`config.mk`:
```
export PLATFORM = sky130hd
export DESIGN_NAME = circle_drawer
export DESIGN_NICKNAME = d
export VERILOG_FILES = /design/src/rtl/circle_pkg.sv /design/src/rtl/circle_octant_point.sv /design/src/rtl/circle_drawer.sv
export SDC_FILE = /design/constraint.sdc
export NUM_CORES = 1
export LEC_CHECK = 0
export ABC_CLOCK_PERIOD_IN_PS = 6200
export BUFFER_PORTS_ARGS = -buffer_cell sky130_fd_sc_hd__buf_2
export CORE_ASPECT_RATIO = 1.5
export CORE_UTILIZATION = 60
export DETAILED_ROUTE_END_ITERATION = 10
export PLACE_DENSITY_LB_ADDON = 0.12
export SLEW_MARGIN = 5
export SYNTH_ARGS = -nofsm -noshare
export SYNTH_HDL_FRONTEND = slang
export SYNTH_HIERARCHICAL = 1
export SYNTH_SLANG_ARGS = --single-unit
```
`constraint.sdc`:
```
create_clock -name clk -period 6.2 [get_ports clk]
set_input_delay 0.31 -clock clk [delete_from_list [all_inputs] [get_ports clk]]
set_output_delay 0.31 -clock clk [all_outputs]
set_load 0.005 [all_outputs]
```
`src/rtl/circle_pkg.sv`:
```
// Shared types and screen limits for the circle drawer and related shape blocks.
// Pure declarations; no logic, no latency.
// Used by every block that emits framebuffer points.
package circle_pkg;

    localparam int SCREEN_W = 160;
    localparam int SCREEN_H = 120;

    // Signed 10-bit coordinate: wide enough that centre +/- radius never wraps.
    typedef logic signed [9:0] coord_t;

    typedef enum logic [3:0] {
        IDLE,
        INIT,
        OCT1,
        OCT2,
        OCT3,
        OCT4,
        OCT5,
        OCT6,
        OCT7,
        OCT8,
        DONE
    } state_t;

endpackage

```
`src/rtl/circle_octant_point.sv`:
```
// Maps an octant index and (ox, oy) offset to a screen point, flagging on-screen points.
// Purely combinational, zero latency.
// No flow control; the caller decides what to do with off-screen points.
module circle_octant_point
    import circle_pkg::*;
(
    input  logic [2:0] oct_i,
    input  coord_t     cx_i,
    input  coord_t     cy_i,
    input  coord_t     ox_i,
    input  coord_t     oy_i,
    output coord_t     px_o,
    output coord_t     py_o,
    output logic       on_screen_o
);

    localparam coord_t MAX_X = coord_t'(SCREEN_W);
    localparam coord_t MAX_Y = coord_t'(SCREEN_H);

    // Select the mirrored point for this octant, then test it against the visible area.
    always_comb begin
        px_o = cx_i;
        py_o = cy_i;
        case (oct_i)
            3'd0: begin px_o = cx_i + ox_i; py_o = cy_i + oy_i; end
            3'd1: begin px_o = cx_i + oy_i; py_o = cy_i + ox_i; end
            3'd2: begin px_o = cx_i - ox_i; py_o = cy_i + oy_i; end
            3'd3: begin px_o = cx_i - oy_i; py_o = cy_i + ox_i; end
            3'd4: begin px_o = cx_i - ox_i; py_o = cy_i - oy_i; end
            3'd5: begin px_o = cx_i - oy_i; py_o = cy_i - ox_i; end
            3'd6: begin px_o = cx_i + ox_i; py_o = cy_i - oy_i; end
            default: begin px_o = cx_i + oy_i; py_o = cy_i - ox_i; end
        endcase
        on_screen_o = (px_o >= 10'sd0) && (px_o < MAX_X) &&
                      (py_o >= 10'sd0) && (py_o < MAX_Y);
    end

endmodule

```
`src/rtl/circle_drawer.sv`:
```
// Midpoint circle outline into the 160x120 framebuffer, one octant point per cycle.
// First pixel two cycles after start is sampled; 8 cycles per iteration; done one cycle after last pixel.
// No backpressure from the adapter; start/done level handshake sequences it with other blocks.
module circle_drawer
    import circle_pkg::*;
(
    input  logic       clk,
    input  logic       rst_n,
    input  logic       start,
    input  logic [2:0] colour,
    input  logic [7:0] centre_x,
    input  logic [6:0] centre_y,
    input  logic [7:0] radius,
    output logic       done,
    output logic [7:0] vga_x,
    output logic [6:0] vga_y,
    output logic [2:0] vga_colour,
    output logic       vga_plot
);

    state_t     state_q;
    coord_t     cx_q, cy_q, ox_q, oy_q, crit_q;
    logic [2:0] colour_q;
    logic       done_q, plot_q;
    logic [7:0] x_q;
    logic [6:0] y_q;
    logic [2:0] vcol_q;

    coord_t     ox_d, oy_d, crit_d;
    logic       more_d;
    logic [2:0] oct_idx;
    logic       in_oct;
    coord_t     px, py;
    logic       on_screen;
    logic       unused_hi_bits;

    assign in_oct  = (state_q inside {[OCT1:OCT8]});
    assign oct_idx = 3'(4'(state_q) - 4'(OCT1));

    circle_octant_point u_point (
        .oct_i       (oct_idx),
        .cx_i        (cx_q),
        .cy_i        (cy_q),
        .ox_i        (ox_q),
        .oy_i        (oy_q),
        .px_o        (px),
        .py_o        (py),
        .on_screen_o (on_screen)
    );

    // High coordinate bits are zero whenever a point is plotted.
    assign unused_hi_bits = ^{px[9:8], py[9:7]};

    // Midpoint step applied at the end of each 8-point iteration.
    always_comb begin
        ox_d = ox_q + 10'sd1;
        oy_d = oy_q;
        crit_d = crit_q + (ox_d <<< 1) + 10'sd1;
        if (crit_q > 10'sd0) begin
            oy_d   = oy_q - 10'sd1;
            crit_d = crit_q + ((ox_d - oy_d) <<< 1) + 10'sd1;
        end
        more_d = (oy_d >= ox_d);
    end

    // Control FSM with registered pixel outputs.
    always_ff @(posedge clk or negedge rst_n) begin
        if (!rst_n) begin
            state_q  <= IDLE;
            cx_q     <= '0;
            cy_q     <= '0;
            ox_q     <= '0;
            oy_q     <= '0;
            crit_q   <= '0;
            colour_q <= '0;
            done_q   <= 1'b0;
            plot_q   <= 1'b0;
            x_q      <= '0;
            y_q      <= '0;
            vcol_q   <= '0;
        end else begin
            plot_q <= 1'b0;
            if (in_oct) begin
                vcol_q <= colour_q;
                if (on_screen) begin
                    plot_q <= 1'b1;
                    x_q    <= px[7:0];
                    y_q    <= py[6:0];
                end
            end
            case (state_q)
                IDLE: begin
                    done_q <= 1'b0;
                    if (start) state_q <= INIT;
                end
                INIT: begin
                    cx_q     <= coord_t'({2'b00, centre_x});
                    cy_q     <= coord_t'({3'b000, centre_y});
                    ox_q     <= '0;
                    oy_q     <= coord_t'({2'b00, radius});
                    crit_q   <= 10'sd1 - coord_t'({2'b00, radius});
                    colour_q <= colour;
                    state_q  <= OCT1;
                end
                OCT8: begin
                    ox_q    <= ox_d;
                    oy_q    <= oy_d;
                    crit_q  <= crit_d;
                    state_q <= more_d ? OCT1 : DONE;
                end
                DONE: begin
                    // First DONE cycle always raises done, so a dropped start still sees a pulse.
                    if (!done_q) begin
                        done_q <= 1'b1;
                        if (!start) state_q <= IDLE;
                    end else if (!start) begin
                        done_q  <= 1'b0;
                        state_q <= IDLE;
                    end
                end
                default: state_q <= state_t'(4'(state_q) + 4'd1);
            endcase
        end
    end

    assign done       = done_q;
    assign vga_plot   = plot_q;
    assign vga_x      = x_q;
    assign vga_y      = y_q;
    assign vga_colour = vcol_q;

endmodule

```
==> impl_metrics.csv <==
group,metric,value,unit
status,status,"finished, final reports clean",
detailed_routing,wl_per_cell,17.5,µm
cts,postCtsSetupBuffers,0,
global_route,grt_max_degree,73,
layout,drive_gt1_frac,0.119,
timing,finalSetupTns,0,ns
power,combinationalPowerShare,0.052,
timing,rsz0062_at_grt,"false",
power,swShare,0.231,
detailed_routing,firstDrtPassIters,5,
power,switching_power,0.246,mW
timing,setup_violations,0,
cts,clk_latency,0.34,ns
floorplanning,dieArea,11900,µm²
detailed_routing,vias,6207,
power,p_leak,3.32,nW
yosys,avgSynthCellArea,8.25,µm²
yosys,syn_inst,834,
floorplanning,ios,49,
global_route,grt-ovfl-total,0,
detailed_routing,routed_via_density,6.07,
yosys,ys_warn_count,6,
timing,hold_viol,0,
floorplanning,fp.dieW,89.4,µm
run,drv_cap,0,
detailed_routing,antenna_left,0,
critical_path,endpoint_kind,"flip-flop",
floorplanning,die_y,133,µm
power,ir_drop,119,µV
power,p_seq_frac,0.456,
layout,finish.utilization,0.674,
cts,cts_buffer_depth,2,
critical_path,crit_type,"flip-flop to flip-flop",
critical_path,cp_max_fo,16,
floorplanning,start_util,0.619,
power,p_per_area,142,nW/µm²
cts,cts_tree,"built",
hold_path,hold_class,"primary input to async pin",
floorplanning,rows,47,
layout,areaGrowthSynthToFinish,8.84,%
timing,fmax,0.196,GHz
power,internal_power,0.817,mW
global_route,antenna_found_initial,0,
timing,period_share,0.825,
placement,post-place-ws,1.28,ns
yosys,syn_area,6880,µm²
critical_path,startpoint_type,"flip-flop",
timing,relSlewSlack,0.365,
placement,gp_congestion,0.976,
layout,nets,966,
timing,skew,0.00911,ns
floorplanning,core_area,11100,µm²
timing,slew_violations,0,
cts,clkTransAtPathRegs,0.06,ns
critical_path,cp.arrival,5.32,ns
critical_path,crit_path_start,"ox_q[0]$_DFFE_PN0P_",
timing,period_minus_slack,5.11,ns
placement,place_inst,1006,
layout,instances_no_fill,1022,
cts,h-tree-depth,3,
critical_path,cp.required,6.41,ns
cts,cts-buffers-inserted,9,
timing,finalWorstSetupSlack,1.09,ns
cts,cts_sinks,72,
global_route,grt_first_pass_wirelength,29.4,mm
detailed_routing,drt_wl_total,17.9,mm
placement,io_buffer_count,48,
layout,diodes,0,
cts,cts_root_buffer,"clkbuf_16",
cts,postCtsHoldBufs,0,
cts,ctsResizeCount,0,
timing,tightest_slew,0.953,ns
power,clkPwrFrac,0.493,
global_route,grt_pass1_vias,6387,
placement,dp_hpwl,13.5,mm
critical_path,reg2reg_depth,18,
detailed_routing,drcViolationCount,0,
global_route,grtUsageTotal,0.322,
critical_path,r2r_start,"ox_q[0]$_DFFE_PN0P_",
detailed_routing,drtIter0Drc,346,
## worst paths after layout
| check | end | slack [ns] |
|---|---|---|
| worst max-delay path | vga_y[1]$_DFFE_PN0P_ | 1.09 |
| worst min-delay path | colour_q[1]$_DFFE_PN0P_ | 0.12 |
| worst max register to register | vga_y[1]$_DFFE_PN0P_ | 1.09 |
| worst min register to register | colour_q[2]$_DFFE_PN0P_ | 0.47 |
| max in group asynchronous | state_q[0]$_DFFE_PN0P_ | 5.42 |
| min in group clk | cy_q[1]$_DFFE_PN0P_ | 0.16 |
## layout make-up
| type | count | area [µm²] |
|---|---|---|
| multi-input combinational | 692 | 4740 |
| fill | 937 | 3620 |
| sequential | 72 | 1800 |
| timing repair buffer | 59 | 325 |
| clock buffer | 9 | 225 |
| tap | 147 | 184 |
| inverter | 36 | 135 |
| clock inverter | 7 | 72.6 |
## sequential cells by signal, summed over array words and instances, names as in the netlist
register	flops
vga_colour	3
colour_q	3
ox_q	10
vga_x	8
vga_y	7
oy_q	10
crit_q	10
done	1
cy_q	7
state_q	4
vga_plot	1
cx_q	8
## power by group through the flow
stage	Clock, mW	Sequential, mW	Combinational, mW
finish	0.524	0.484	0.0549
global route	0.551	0.487	0.0636
CTS	0.532	0.485	0.0560
detailed placement	0	0.493	0.0557
global placement	0	0.493	0.0544
floorplan	0	0.494	0.0226
## through the flow
step	hold slack (ns)	area, µm²	power [mW]
6_report	0.123	7490	1.06
5_1_grt	0.168	7490	1.10
4_1_cts	0.155	7490	1.07
3_5_place_dp	0.461	7190	0.549
3_3_place_gp	0.452	7190	0.547
2_1_floorplan	0.0144	6900	0.517
## worst max-delay path, cell delays in order, from the launching register on
cell      delay (ns)
dfrtp_1         0.49
inv_1           0.12
ha_1            0.22
nor3b_1         0.43
nor3b_1         0.46
nor2_1          0.12
xor2_1          0.16
nor2_1          0.11
a21oi_1         0.06
ha_1            0.39
a21oi_1         0.26
a21boi_0        0.29
a31oi_1         0.13
a21o_2          0.25
a21oi_1         0.18
xnor2_1         0.11
nor4_2          0.19
and2_1          0.61
mux2_1          0.41
## layout by cell type (no fill, tap or decap), types with 18 or more instances in the layout
cell     instances
inv_1           35
buf_2           47
nor3_1          28
nor2_1          69
o21ai_0         31
ha_1            62
xor2_1          32
nand2_1        120
xnor2_1         50
a21oi_1         52
o21ai_1         20
dfrtp_1         71
nand3_1         18
## metal layers
layer	GRT usage	wire, µm	part of all wire
met5	0	0	0
met4	0.177	900	0.050
met3	0.0384	551	0.031
met2	0.615	9810	0.55
met1	0.323	6650	0.37
No activity file was read; power rests on OpenSTA's default activity.
